File: src/rtl/uart_rx.sv
// uart_rx -- 8-bit UART receiver with oversampled bit recovery.
//
// Recovers frames of the form: start(0), 8 data bits LSB first, optional
// parity bit, one stop(1). Timing comes from an internal sample-tick
// generator (baud_div clk cycles per tick, OVS_RATE ticks per bit).
//
// Configuration macro: UART_RX_MAJORITY_EN
//   defined   : bit value is the 3-sample majority at samp_cnt M-1, M, M+1
//               (M = OVS_RATE/2), decided on the M+1 tick.
//   undefined : single sample at samp_cnt M, decided on the M tick.
//
// Ports:
//   clk        in   system clock, rising edge
//   rst        in   synchronous active-high reset
//   rx_in      in   asynchronous serial line, idles high
//   baud_div   in   [15:0] clk cycles per sample tick (0 treated as 1)
//   par_en     in   parity bit expected after data bits
//   par_typ    in   0 = even parity, 1 = odd parity
//   p_data     out  [7:0] last received byte
//   data_valid out  one-clk pulse when p_data and error flags update
//   par_err    out  parity mismatch on last frame (0 without parity)
//   stp_err    out  stop bit sampled as 0 on last frame
//   busy       out  high from start detection until frame done/aborted
module uart_rx #(
  parameter int OVS_RATE = 8
) (
  input  logic        clk,
  input  logic        rst,
  input  logic        rx_in,
  input  logic [15:0] baud_div,
  input  logic        par_en,
  input  logic        par_typ,
  output logic [7:0]  p_data,
  output logic        data_valid,
  output logic        par_err,
  output logic        stp_err,
  output logic        busy
);

  localparam int SW = $clog2(OVS_RATE);
  localparam logic [SW-1:0] C_LAST = SW'(OVS_RATE - 1);
`ifdef UART_RX_MAJORITY_EN
  localparam logic [SW-1:0] C_SMP_A = SW'(OVS_RATE / 2 - 1);
  localparam logic [SW-1:0] C_SMP_B = SW'(OVS_RATE / 2);
  localparam logic [SW-1:0] C_DEC   = SW'(OVS_RATE / 2 + 1);
`else
  localparam logic [SW-1:0] C_DEC   = SW'(OVS_RATE / 2);
`endif

  localparam logic [2:0] S_IDLE   = 3'd0;
  localparam logic [2:0] S_START  = 3'd1;
  localparam logic [2:0] S_DATA   = 3'd2;
  localparam logic [2:0] S_PARITY = 3'd3;
  localparam logic [2:0] S_STOP   = 3'd4;

  logic          r_rx_meta;
  logic          r_rx_s;
  logic [15:0]   r_tick_cnt;
  logic [SW-1:0] r_samp_cnt;
  logic [2:0]    r_state;
  logic [2:0]    r_bit_idx;
  logic [7:0]    r_shreg;
  logic          r_par_en;
  logic          r_par_typ;
  logic          r_par_mis;

  logic [15:0]   w_div_m1;
  logic          w_tick;
  logic          w_start_det;
  logic          w_decide;
  logic          w_bit_end;
  logic          w_bit;

  // Synchronizer stage: both flops idle high so reset never looks like a start.
  always_ff @(posedge clk) begin
    if (rst) begin
      r_rx_meta <= 1'b1;
      r_rx_s    <= 1'b1;
    end else begin
      r_rx_meta <= rx_in;
      r_rx_s    <= r_rx_meta;
    end
  end

  assign w_div_m1    = (baud_div == 16'd0) ? 16'd0 : baud_div - 16'd1;
  // >= keeps the counter wrapping if baud_div shrinks while idle.
  assign w_tick      = (r_tick_cnt >= w_div_m1);
  assign w_start_det = (r_state == S_IDLE) && !r_rx_s;
  assign w_decide    = w_tick && (r_state != S_IDLE) && (r_samp_cnt == C_DEC);
  assign w_bit_end   = w_tick && (r_state != S_IDLE) && (r_samp_cnt == C_LAST);
  assign busy        = (r_state != S_IDLE);

  // Tick / sample counter stage: cleared on start so sampling aligns to the falling edge.
  always_ff @(posedge clk) begin
    if (rst) begin
      r_tick_cnt <= 16'd0;
      r_samp_cnt <= '0;
    end else begin
      if (w_start_det || w_tick) r_tick_cnt <= 16'd0;
      else                       r_tick_cnt <= r_tick_cnt + 16'd1;

      if (w_start_det)                        r_samp_cnt <= '0;
      else if (w_tick && r_state != S_IDLE)   r_samp_cnt <= (r_samp_cnt == C_LAST) ? '0 : r_samp_cnt + 1'b1;
    end
  end

`ifdef UART_RX_MAJORITY_EN
  logic r_smp_a;
  logic r_smp_b;

  // Early samples for the vote; the third sample is the live rx_s on the decision tick.
  always_ff @(posedge clk) begin
    if (w_tick && r_samp_cnt == C_SMP_A) r_smp_a <= r_rx_s;
    if (w_tick && r_samp_cnt == C_SMP_B) r_smp_b <= r_rx_s;
  end

  assign w_bit = (r_smp_a & r_smp_b) | (r_smp_a & r_rx_s) | (r_smp_b & r_rx_s);
`else
  assign w_bit = r_rx_s;
`endif

  // Data bits land directly at their final position, so no shift direction to track.
  always_ff @(posedge clk) begin
    if (r_state == S_DATA && w_decide) r_shreg[r_bit_idx] <= w_bit;
  end

  // Frame control stage.
  always_ff @(posedge clk) begin
    if (rst) begin
      r_state    <= S_IDLE;
      r_bit_idx  <= 3'd0;
      r_par_en   <= 1'b0;
      r_par_typ  <= 1'b0;
      r_par_mis  <= 1'b0;
      p_data     <= 8'h00;
      data_valid <= 1'b0;
      par_err    <= 1'b0;
      stp_err    <= 1'b0;
    end else begin
      data_valid <= 1'b0;
      case (r_state)
        S_IDLE: begin
          if (!r_rx_s) begin
            r_state   <= S_START;
            r_bit_idx <= 3'd0;
            r_par_en  <= par_en;
            r_par_typ <= par_typ;
            r_par_mis <= 1'b0;
          end
        end
        S_START: begin
          if (w_decide && w_bit) begin
            r_state <= S_IDLE;
          end else if (w_bit_end) begin
            r_state   <= S_DATA;
            r_bit_idx <= 3'd0;
          end
        end
        S_DATA: begin
          if (w_bit_end) begin
            if (r_bit_idx == 3'd7) r_state <= r_par_en ? S_PARITY : S_STOP;
            else                   r_bit_idx <= r_bit_idx + 3'd1;
          end
        end
        S_PARITY: begin
          if (w_decide)  r_par_mis <= w_bit ^ (^r_shreg) ^ r_par_typ;
          if (w_bit_end) r_state   <= S_STOP;
        end
        S_STOP: begin
          // Leave on the decision tick so a back-to-back start edge is not missed.
          if (w_decide) begin
            p_data     <= r_shreg;
            par_err    <= r_par_en & r_par_mis;
            stp_err    <= ~w_bit;
            data_valid <= 1'b1;
            r_state    <= S_IDLE;
          end
        end
        default: r_state <= S_IDLE;
      endcase
    end
  end

endmodule

File: config.mk
export PLATFORM = sky130hd
export DESIGN_NAME = uart_rx
export DESIGN_NICKNAME = d
export VERILOG_FILES = /design/src/rtl/uart_rx.sv
export SDC_FILE = /design/constraint.sdc
export NUM_CORES = 1
export LEC_CHECK = 0
export ABC_CLOCK_PERIOD_IN_PS = 4700
export CAP_MARGIN = 5
export CELL_PAD_IN_SITES_DETAIL_PLACEMENT = 0
export CELL_PAD_IN_SITES_GLOBAL_PLACEMENT = 1
export CORE_MARGIN = 2
export CORE_UTILIZATION = 40
export CTS_CLUSTER_DIAMETER = 120
export DETAILED_ROUTE_END_ITERATION = 12
export GPL_TIMING_DRIVEN = 0
export HOLD_SLACK_MARGIN = 0.03
export PLACE_DENSITY_LB_ADDON = 0.1
export SYNTH_ARGS = -nofsm -noshare
export SYNTH_HDL_FRONTEND = slang
export SYNTH_SLANG_ARGS = --single-unit
File: constraint.sdc
create_clock -name clk -period 4.7 [get_ports clk]
set_input_delay 1.175 -clock clk [delete_from_list [all_inputs] [get_ports clk]]
set_output_delay 1.175 -clock clk [all_outputs]
set_load 0.01 [all_outputs]
==> metrics.yaml, run 1 <==
yosys.area.top_type: "dfxtp_1"
p_leak_nw: 1.47
synth-async-reset-ratio_pct: 0
regArea_mm2: 0.00106
p_clk_share_pct: 36.0
cts_hold_buffers: 0
nFillCells: 673
core-area_mm2: 0.00718
synth_top_area_share_pct: 28.0
drtIter0Drc: 82
setup_viol: 0
port_buffers: 31
required_ns: 4.89
p_sw_mw: 0.197
synthCells: 340
vias_per_cell: 4.98
io_pins: 33
cts.reportedPaths.clkPinSlew_ns: 0.09
multi_input_area_mm2: 0.00190
rows: 31
synth_seq_cells: 49
yosys_warnings: 0
gp_congestion: 0.839
p_total_mw: 0.829
syn_to_final_growth_pct: 25.3
overflow: 0
grt_util_all_layers_pct: 15.4
cts.sinks: 49
grt_pass1_wl_mm: 9.83
n_antenna_cell: 0
wl_per_cell_um: 12.5
slew_violations: 0
path_max_fanout: 4
end_kind: "flip-flop"
period_share_pct: 96.2
syn_nets: 385
vias: 2400
dp_hpwl_mm: 4.57
final_area_mm2: 0.00367
min_path_type: "reg2reg"
synth_ff_type: "dfxtp_1"
yosys.cell_types.count: 50
worstMarginPinSlew_ns: 0.595
crit_type: "in2reg"
ant_nets: 0
grt_pass1_vias: 2166
seqPwrFrac_pct: 52.6
numCtsBuffers: 5
drc: 0
postPlaceCellArea_mm2: 0.00337
insertion_delay_ns: 0.30
fin_skew_ns: 0.00352
start_kind: "primary input"
arrival_ns: 4.71
cts_tree: "done"
max_freq_ghz: 0.221
syn_area_mm2: 0.00293
fin_setup_tns_ns: 0
synth-seq-area-share_pct: 36.2
drt-total-wl_mm: 6.04
drive_above_1_share_pct: 11.5
max-clock-path-buffers: 2
yosysMostFrequentCell: "nor2_1"
hold_violations: 0
avgSynthCellArea_um2: 8.62
status: "finished clean"
antenna_found_initial: 0
die_height_um: 89.6
synthTopCellsByArea: "dfxtp_1, ha_1, edfxtp_1"
grt_max_degree: 16
p_per_area_mw_per_mm2: 226
relSlewSlack_pct: 60.3
max_cap_violations: 0
die-area_mm2: 0.00803
start_util_pct: 40.9
nets: 427
die_w_um: 89.6
clockRootBuffer: "clkbuf_8"
fin_crit_ns: 4.52
swShare_pct: 23.8
comb_power_share_pct: 11.4
vdd.ir_drop.worst_mv: 0.101
rrSetupSlack_ns: 2.19
htreeDepth: 2
synth-edff-count: 8
synth_common_cells: "nor2_1, dfxtp_1, nand2_1, ha_1, xnor2_1"
p_int_mw: 0.632
drtPass1Iterations: 4
==> area by class of cell <==
type / count / area share [%]
multi-input cells: 265 / 51.7
flip-flops and latches: 49 / 28.9
repair buffers: 36 / 9.88
well taps: 99 / 3.37
clock buffers: 5 / 1.87
plain buffers: 11 / 1.77
inverters: 14 / 1.43
clock inverters: 3 / 1.12
==> critical path, stage by stage <==
cell             delay, ns
clkdlybuf4s50_1       0.42
or3_4                 0.36
or2_4                 0.27
nor4_4                0.22
xor2_1                0.16
nand2_1               0.11
ha_4                  0.30
nand4_4               0.12
nor3_4                0.27
o311ai_4              0.17
a31oi_2               0.26
a2111oi_4             0.08
or4_1                 0.52
a32o_1                0.27
==> path summary, 6_finish.rpt <==
kind,start,to,depth (start not counted)
max,baud_div[9],r_state[1],14
min,r_rx_meta,r_rx_s,1
max reg2reg,r_tick_cnt[1],r_state[1],8
min reg2reg,r_rx_meta,r_rx_s,1
==> state kept, by name (all words and copies together) (netlist names) <==
register	cells
data_valid	1
p_data	8
par_err	1
r_bit_idx	3
r_par_en	1
r_par_mis	1
r_par_typ	1
r_rx_meta	1
r_rx_s	1
r_samp_cnt	3
r_shreg	8
r_state	3
r_tick_cnt	16
stp_err	1
==> kinds of logic after synthesis <==
logic type	count (synthesis)	share of synthesized area (%)
compound gates	36	8.83
xor+xnor	35	10.5
fa+ha+maj	24	10.2
buf+inv	26	3.67
flops	49	36.2
mux	14	4.78
simple gates	156	25.8
==> timing repair <==
action / CTS / global route
endpoints found under the hold margin: 0 / 0
gates cloned: 0 / 0
setup endpoints to repair: 36 / 42
gates resized for setup: 12 / 24
pin swaps: 4 / 11
setup buffers: 2 / 3
==> power groups by stage <==
| stage | logic (mW) | clock network, mW | registers (mW) |
|---|---|---|---|
| global placement | 0.0868 | 0 | 0.445 |
| global route | 0.106 | 0.323 | 0.437 |
| floorplan | 0.0545 | 0 | 0.443 |
| finish | 0.0945 | 0.299 | 0.436 |
| CTS | 0.0907 | 0.305 | 0.436 |
| detailed placement | 0.0880 | 0 | 0.445 |
==> through the flow <==
step                      utilization [%]  setup WS [ns]  std cells  hold slack, ns
after global placement               46.9         -0.740        470           0.397
after CTS                            49.4         0.0174        479           0.426
after floorplan                         -          0.244        340           0.389
after global routing                 51.2        -0.0383        482           0.444
final                                51.2          0.179        482           0.421
after detailed placement             46.9         -0.746        470           0.405
==> layout by cell type (no fill, tap or decap), types with 3 or more instances in the layout <==
cell type,instances
ha_1,21
clkbuf_1,6
o21ai_0,3
xor2_1,16
edfxtp_1,8
buf_4,5
ha_4,3
nand4_1,3
nand2_2,3
xnor2_1,19
inv_1,14
mux2i_1,14
and2_1,3
nor2_1,56
nor3_1,6
clkbuf_8,5
nand2b_1,6
clkdlybuf4s50_1,22
nor2b_1,6
nand3_1,11
a31oi_1,3
a21oi_1,15
dfxtp_1,41
dlymetal6s2s_1,8
nand2_1,33
or2_2,3
==> routing by layer <==
| metal | global-route usage (%) | wire, µm | vias to the layer above |
|---|---|---|---|
| li1 | - | - | 1246 |
| met1 | 18.4 | 2690 | 1103 |
| met2 | 28.7 | 3100 | 44 |
| met3 | 2.19 | 185 | 7 |
| met4 | 4.34 | 70 | 0 |
| met5 | 0 | 0 | - |
(Power assumes the default switching activity.)
==> run 2, diff against run 1 <==
- MAX_ROUTING_LAYER: default -> met4
==> metrics.yaml, run 2 (synthesis gave the netlist of run 1 again) <==
status: "finished clean"
die_height_um: 89.6  # unchanged
cts_hold_buffers: 0  # unchanged
timing.rr.end: "r_state[1]"
setup_viol: 0  # unchanged
grt_pass1_wl_mm: 9.82  # about the same
vdd.ir_drop.worst_mv: 0.0997  # -1.2%
core-area_mm2: 0.00718  # unchanged
final_area_mm2: 0.00367  # unchanged
min_path_type: "reg2reg"
gp_congestion: 0.852  # +1.5%
drtIter0Drc: 67  # -18%
cts.sinks: 49  # unchanged
port_buffers: 31  # unchanged
relSlewSlack_pct: 61.3  # +0.97 points
clockRootBuffer: "clkbuf_8"
cts.reportedPaths.clkPinSlew_ns: 0.09  # about the same
period_share_pct: 95.9  # -0.25 points
htreeDepth: 2  # unchanged
reg_top3: "r_tick_cnt: 16 flops, p_data: 8 flops, r_shreg: 8 flops"
wl_per_cell_um: 12.5  # -0.58%
die_w_um: 89.6  # unchanged
slew_violations: 0  # unchanged
grt_pass1_vias: 2168  # +0.092%
cts_tree: "done"
crit_end: "r_state[1]"
overflow: 0  # unchanged
p_per_area_mw_per_mm2: 225  # -0.15%
vias: 2430  # +1.3%
dp_hpwl_mm: 4.57  # unchanged
die-area_mm2: 0.00803  # unchanged
top_register: "r_tick_cnt"
largest_reg_flops: 16  # unchanged
fin_skew_ns: 0.00389  # +0.000366 ns
drc: 0  # unchanged
start_kind: "primary input"
rows: 31  # unchanged
vias_per_cell: 5.04  # +1.2%
grt_max_degree: 16  # unchanged
nets: 427  # unchanged
fin_setup_tns_ns: 0  # unchanged
worstMarginPinSlew_ns: 0.580  # -0.0146 ns
n_antenna_cell: 0  # unchanged
p_leak_nw: 1.47  # unchanged
postPlaceCellArea_mm2: 0.00337  # unchanged
insertion_delay_ns: 0.30  # about the same
antenna_found_initial: 0  # unchanged
worstRegToRegCells: 8  # unchanged
ant_nets: 0  # unchanged
max_freq_ghz: 0.222  # +0.26%
fin_crit_ns: 4.51  # -0.0118 ns
end_kind: "flip-flop"
startpoint: "baud_div[9]"
crit_type: "in2reg"
drive_above_1_share_pct: 11.5  # unchanged
drtPass1Iterations: 4  # unchanged
numCtsBuffers: 5  # unchanged
max-clock-path-buffers: 2  # unchanged
io_pins: 33  # unchanged
drt-total-wl_mm: 6.01  # -0.58%
path_max_fanout: 4  # unchanged
pre_cts_slack_ns: -0.746  # unchanged
hold_violations: 0  # unchanged
syn_to_final_growth_pct: 25.3  # unchanged
r2r_start: "r_tick_cnt[1]"
rrSetupSlack_ns: 2.20  # about the same
max_cap_violations: 0  # unchanged
grt_util_all_layers_pct: 15.9  # +0.47 points
fin_ws_ns: 0.191  # +0.0118 ns
start_util_pct: 40.9  # unchanged
utilization_pct: 51.2  # unchanged
required_ns: 4.89  # about the same
arrival_ns: 4.70  # about the same
final_common_cell: "nor2_1"
worst_hold_slack_ns: 0.421  # -0.000483 ns
layout_common_cells: "nor2_1, dfxtp_1, nand2_1"
[run 2: cell counts in the layout (fill, tap and decap cells not counted)]
Identical to the previous run, type by type.
[run 2: per-layer routing]
metal / track usage [%] / routed length (µm) / up-vias
met4: 4.34 / 84 / 0
met2: 28.7 / 3050 / 59
met5: - / 0 / -
met3: 2.19 / 210 / 12
li1: - / - / 1248
met1: 18.4 / 2660 / 1111
[run 2: worst min-delay path by stage]
stage | endpoint | depth (start not counted) | slack, ns | from
floorplan | r_rx_s | 1 | 0.39 | r_rx_meta
global placement | r_rx_s | 1 | 0.40 | r_rx_meta
detailed placement | r_rx_s | 1 | 0.40 | r_rx_meta
CTS | r_rx_s | 1 | 0.43 | r_rx_meta
global route | r_rx_s | 1 | 0.44 | r_rx_meta
finish | r_rx_s | 1 | 0.42 | r_rx_meta
[run 2: power breakdown]
part	leakage, nW	internal [mW]	switching [mW]
registers	0.402	0.430	0.00601
logic	1.02	0.0456	0.0488
clock network	0.0518	0.157	0.141
total	1.47	0.632	0.196
[run 2: layout make-up]
type / instances / area, µm²
inverter: 14 / 52.6
timing repair buffer: 36 / 363
sequential: 49 / 1060
fill: 673 / 3500
multi-input combinational: 265 / 1900
clock inverter: 3 / 41.3
clock buffer: 5 / 68.8
buffer: 11 / 65.1
tap: 99 / 124
[run 2: critical path, cell delays in order]
cell and delay [ns]:
clkdlybuf4s50_1 0.42, or3_4 0.36, or2_4 0.27, nor4_4 0.22, xor2_1 0.16, nand2_1 0.11, ha_4 0.30, nand4_4 0.12
nor3_4 0.27, o311ai_4 0.17, a31oi_2 0.26, a2111oi_4 0.07, or4_1 0.51, a32o_1 0.26
[run 2: what timing repair did]
item / in CTS / in global routing
pin swaps: 4 / 11
setup buffers: 2 / 3
gates cloned: 0 / 0
setup endpoints to repair: 36 / 42
resized for setup: 12 / 24
[run 2: per-stage QoR]
| stage | instances | total power [mW] |
|---|---|---|
| 6_report | 482 | 0.828 |
| 5_1_grt | 482 | 0.867 |
| 4_1_cts | 479 | 0.832 |
| 3_5_place_dp | 470 | 0.533 |
| 3_3_place_gp | 470 | 0.532 |
| 2_1_floorplan | 340 | 0.498 |
==> run 3, diff against run 2 <==
- CORE_MARGIN: 2 -> 1.5
==> metrics.yaml, run 3 (synthesis gave the netlist of run 1 again) <==
max_freq_ghz: 0.220  # -0.81%
gp_congestion: 0.804  # -5.6%
hold_violations: 0  # unchanged
end_kind: "flip-flop"
die-area_mm2: 0.00785  # -2.2%
postPlaceCellArea_mm2: 0.00337  # unchanged
path_max_fanout: 5  # +1
grt_pass1_vias: 2199  # +1.4%
slew_violations: 0  # unchanged
final_cells: 480  # -0.41%
cts.reportedPaths.clkPinSlew_ns: 0.09  # about the same
vias_per_cell: 4.95  # -1.8%
path_delay_family: "simple AND/OR/NAND/NOR gates"
clockRootBuffer: "clkbuf_8"
period_share_pct: 96.7  # +0.79 points
vias: 2377  # -2.2%
required_ns: 4.90  # about the same
p_per_area_mw_per_mm2: 225  # -0.28%
port_buffers: 31  # unchanged
final_common_cell: "nor2_1"
wl_per_cell_um: 12.1  # -2.8%
slowest_stage: "or4_1"
insertion_delay_ns: 0.30  # about the same
ant_nets: 0  # unchanged
grt_util_all_layers_pct: 15.9  # +0.033 points
max_cap_violations: 0  # unchanged
vdd.ir_drop.worst_mv: 0.103  # +2.8%
arrival_ns: 4.74  # +0.04 ns
path_cells: "dlygate4sd2_1, nor4_2, and2b_2, buf_4, nand2_2, or3_4, xnor2_2, nand2_1, ha_4, nand4_2, nor3_4, o311ai_4, nand4b_1, a2111oi_4, or4_1, a32o_2"
antenna_found_initial: 0  # unchanged
nets: 425  # -0.47%
status: "finished clean"
start_util_pct: 40.9  # unchanged
cts.sinks: 49  # unchanged
dp_hpwl_mm: 4.51  # -1.4%
start_kind: "primary input"
rows: 31  # unchanged
overflow: 0  # unchanged
drive_above_1_share_pct: 12.3  # +0.85 points
grt_max_degree: 16  # unchanged
p_leak_nw: 1.45  # -1.2%
n_antenna_cell: 0  # unchanged
drt-total-wl_mm: 5.81  # -3.2%
syn_to_final_growth_pct: 24.8
crit_buf_inv: 2  # +1
die_height_um: 88.6  # -1.1%
io_pins: 33  # unchanged
utilization_pct: 51.0  # -0.21 points
fin_crit_ns: 4.55  # +0.0370 ns
place_inst: 470  # unchanged
final_area_mm2: 0.00366  # -0.41%
max-clock-path-buffers: 2  # unchanged
max_stage_delay_ns: 0.48  # -0.03 ns
reg_top3: "r_tick_cnt: 16 flops, p_data: 8 flops, r_shreg: 8 flops"
top_register: "r_tick_cnt"
fin_skew_ns: 0.00902  # +0.00513 ns
worstMarginPinSlew_ns: 0.614  # +0.0332 ns
relSlewSlack_pct: 59.0  # -2.2 points
htreeDepth: 2  # unchanged
drtPass1Iterations: 4  # unchanged
min_path_type: "reg2reg"
crit_type: "in2reg"
p_total_mw: 0.822  # -0.69%
setup_viol: 0  # unchanged
cts_tree: "done"
drc: 0  # unchanged
layout_common_cells: "nor2_1, dfxtp_1, nand2_1"
grt_pass1_wl_mm: 9.58  # -2.5%
core-area_mm2: 0.00718  # unchanged
worst_hold_slack_ns: 0.441  # +0.0202 ns
die_w_um: 88.6  # -1.1%
largest_reg_flops: 16  # unchanged
numCtsBuffers: 5  # unchanged
drtIter0Drc: 56  # -16%
run 3: cell types whose count changed in the layout (fill, tap and decap cells not counted), sizes merged:
cell           previous run  this run
buf                       8         6
dlymetal6s2s              8         5
clkdlybuf4s50            22        24
dlygate4sd2               0         1
run 3: metrics by stage:
step	setup WS, ns	TNS (ns)
finish	0.154	0
floorplan	0.244	0
CTS	0.0138	0
detailed placement	-0.753	-23.06
global placement	-0.749	-22.76
global route	-0.000923	-0.000923
run 3: final timing paths:
check	start	end	slack, ns	depth (start not counted)
setup / recovery	baud_div[3]	r_state[1]	0.15	16
hold / removal	r_rx_meta	r_rx_s	0.44	1
setup reg to reg	r_tick_cnt[1]	r_state[1]	2.22	9
hold reg to reg	r_rx_meta	r_rx_s	0.44	1
run 3: cell type report:
cell class | count | area [µm²]
repair buffers | 34 | 339
inverters | 14 | 52.6
flip-flops and latches | 49 | 1060
well taps | 99 | 124
clock inverters | 3 | 41.3
clock buffers | 5 | 68.8
multi-input cells | 265 | 1910
fillers | 695 | 3520
plain buffers | 11 | 65.1
run 3: power by group:
group,internal (mW),switching (mW)
clock network,0.157,0.137
logic,0.0444,0.0481
registers,0.430,0.00604
total,0.631,0.191
run 3: routing by layer:
metal | wire (µm) | part of all wire [%] | GRT usage, % | vias to the layer above
met4 | 96 | 1.7 | 4.97 | 0
met5 | 0 | 0 | - | -
met1 | 2630 | 45 | 17.9 | 1082
li1 | - | - | - | 1240
met2 | 2930 | 50 | 28.9 | 48
met3 | 164 | 2.8 | 2.61 | 7
run 3: what timing repair did:
action / 4_1_cts / 5_1_grt
setup endpoints to repair: 36 / 36
hold buffers: 0 / 0
pin swaps: 5 / 10
buffers inserted: 1 / 2
gates resized for setup: 13 / 27
run 3: worst reg2reg max path, delay by kind of cell, from the launching register on:
kind	cells	cell delay, ns
AND/OR/NAND/NOR	3	0.45
buffers and inverters	1	0.17
flip-flops	1	0.34
AO/OA/AOI/OAI	4	1.18
adder cells (fa/ha/maj)	1	0.31
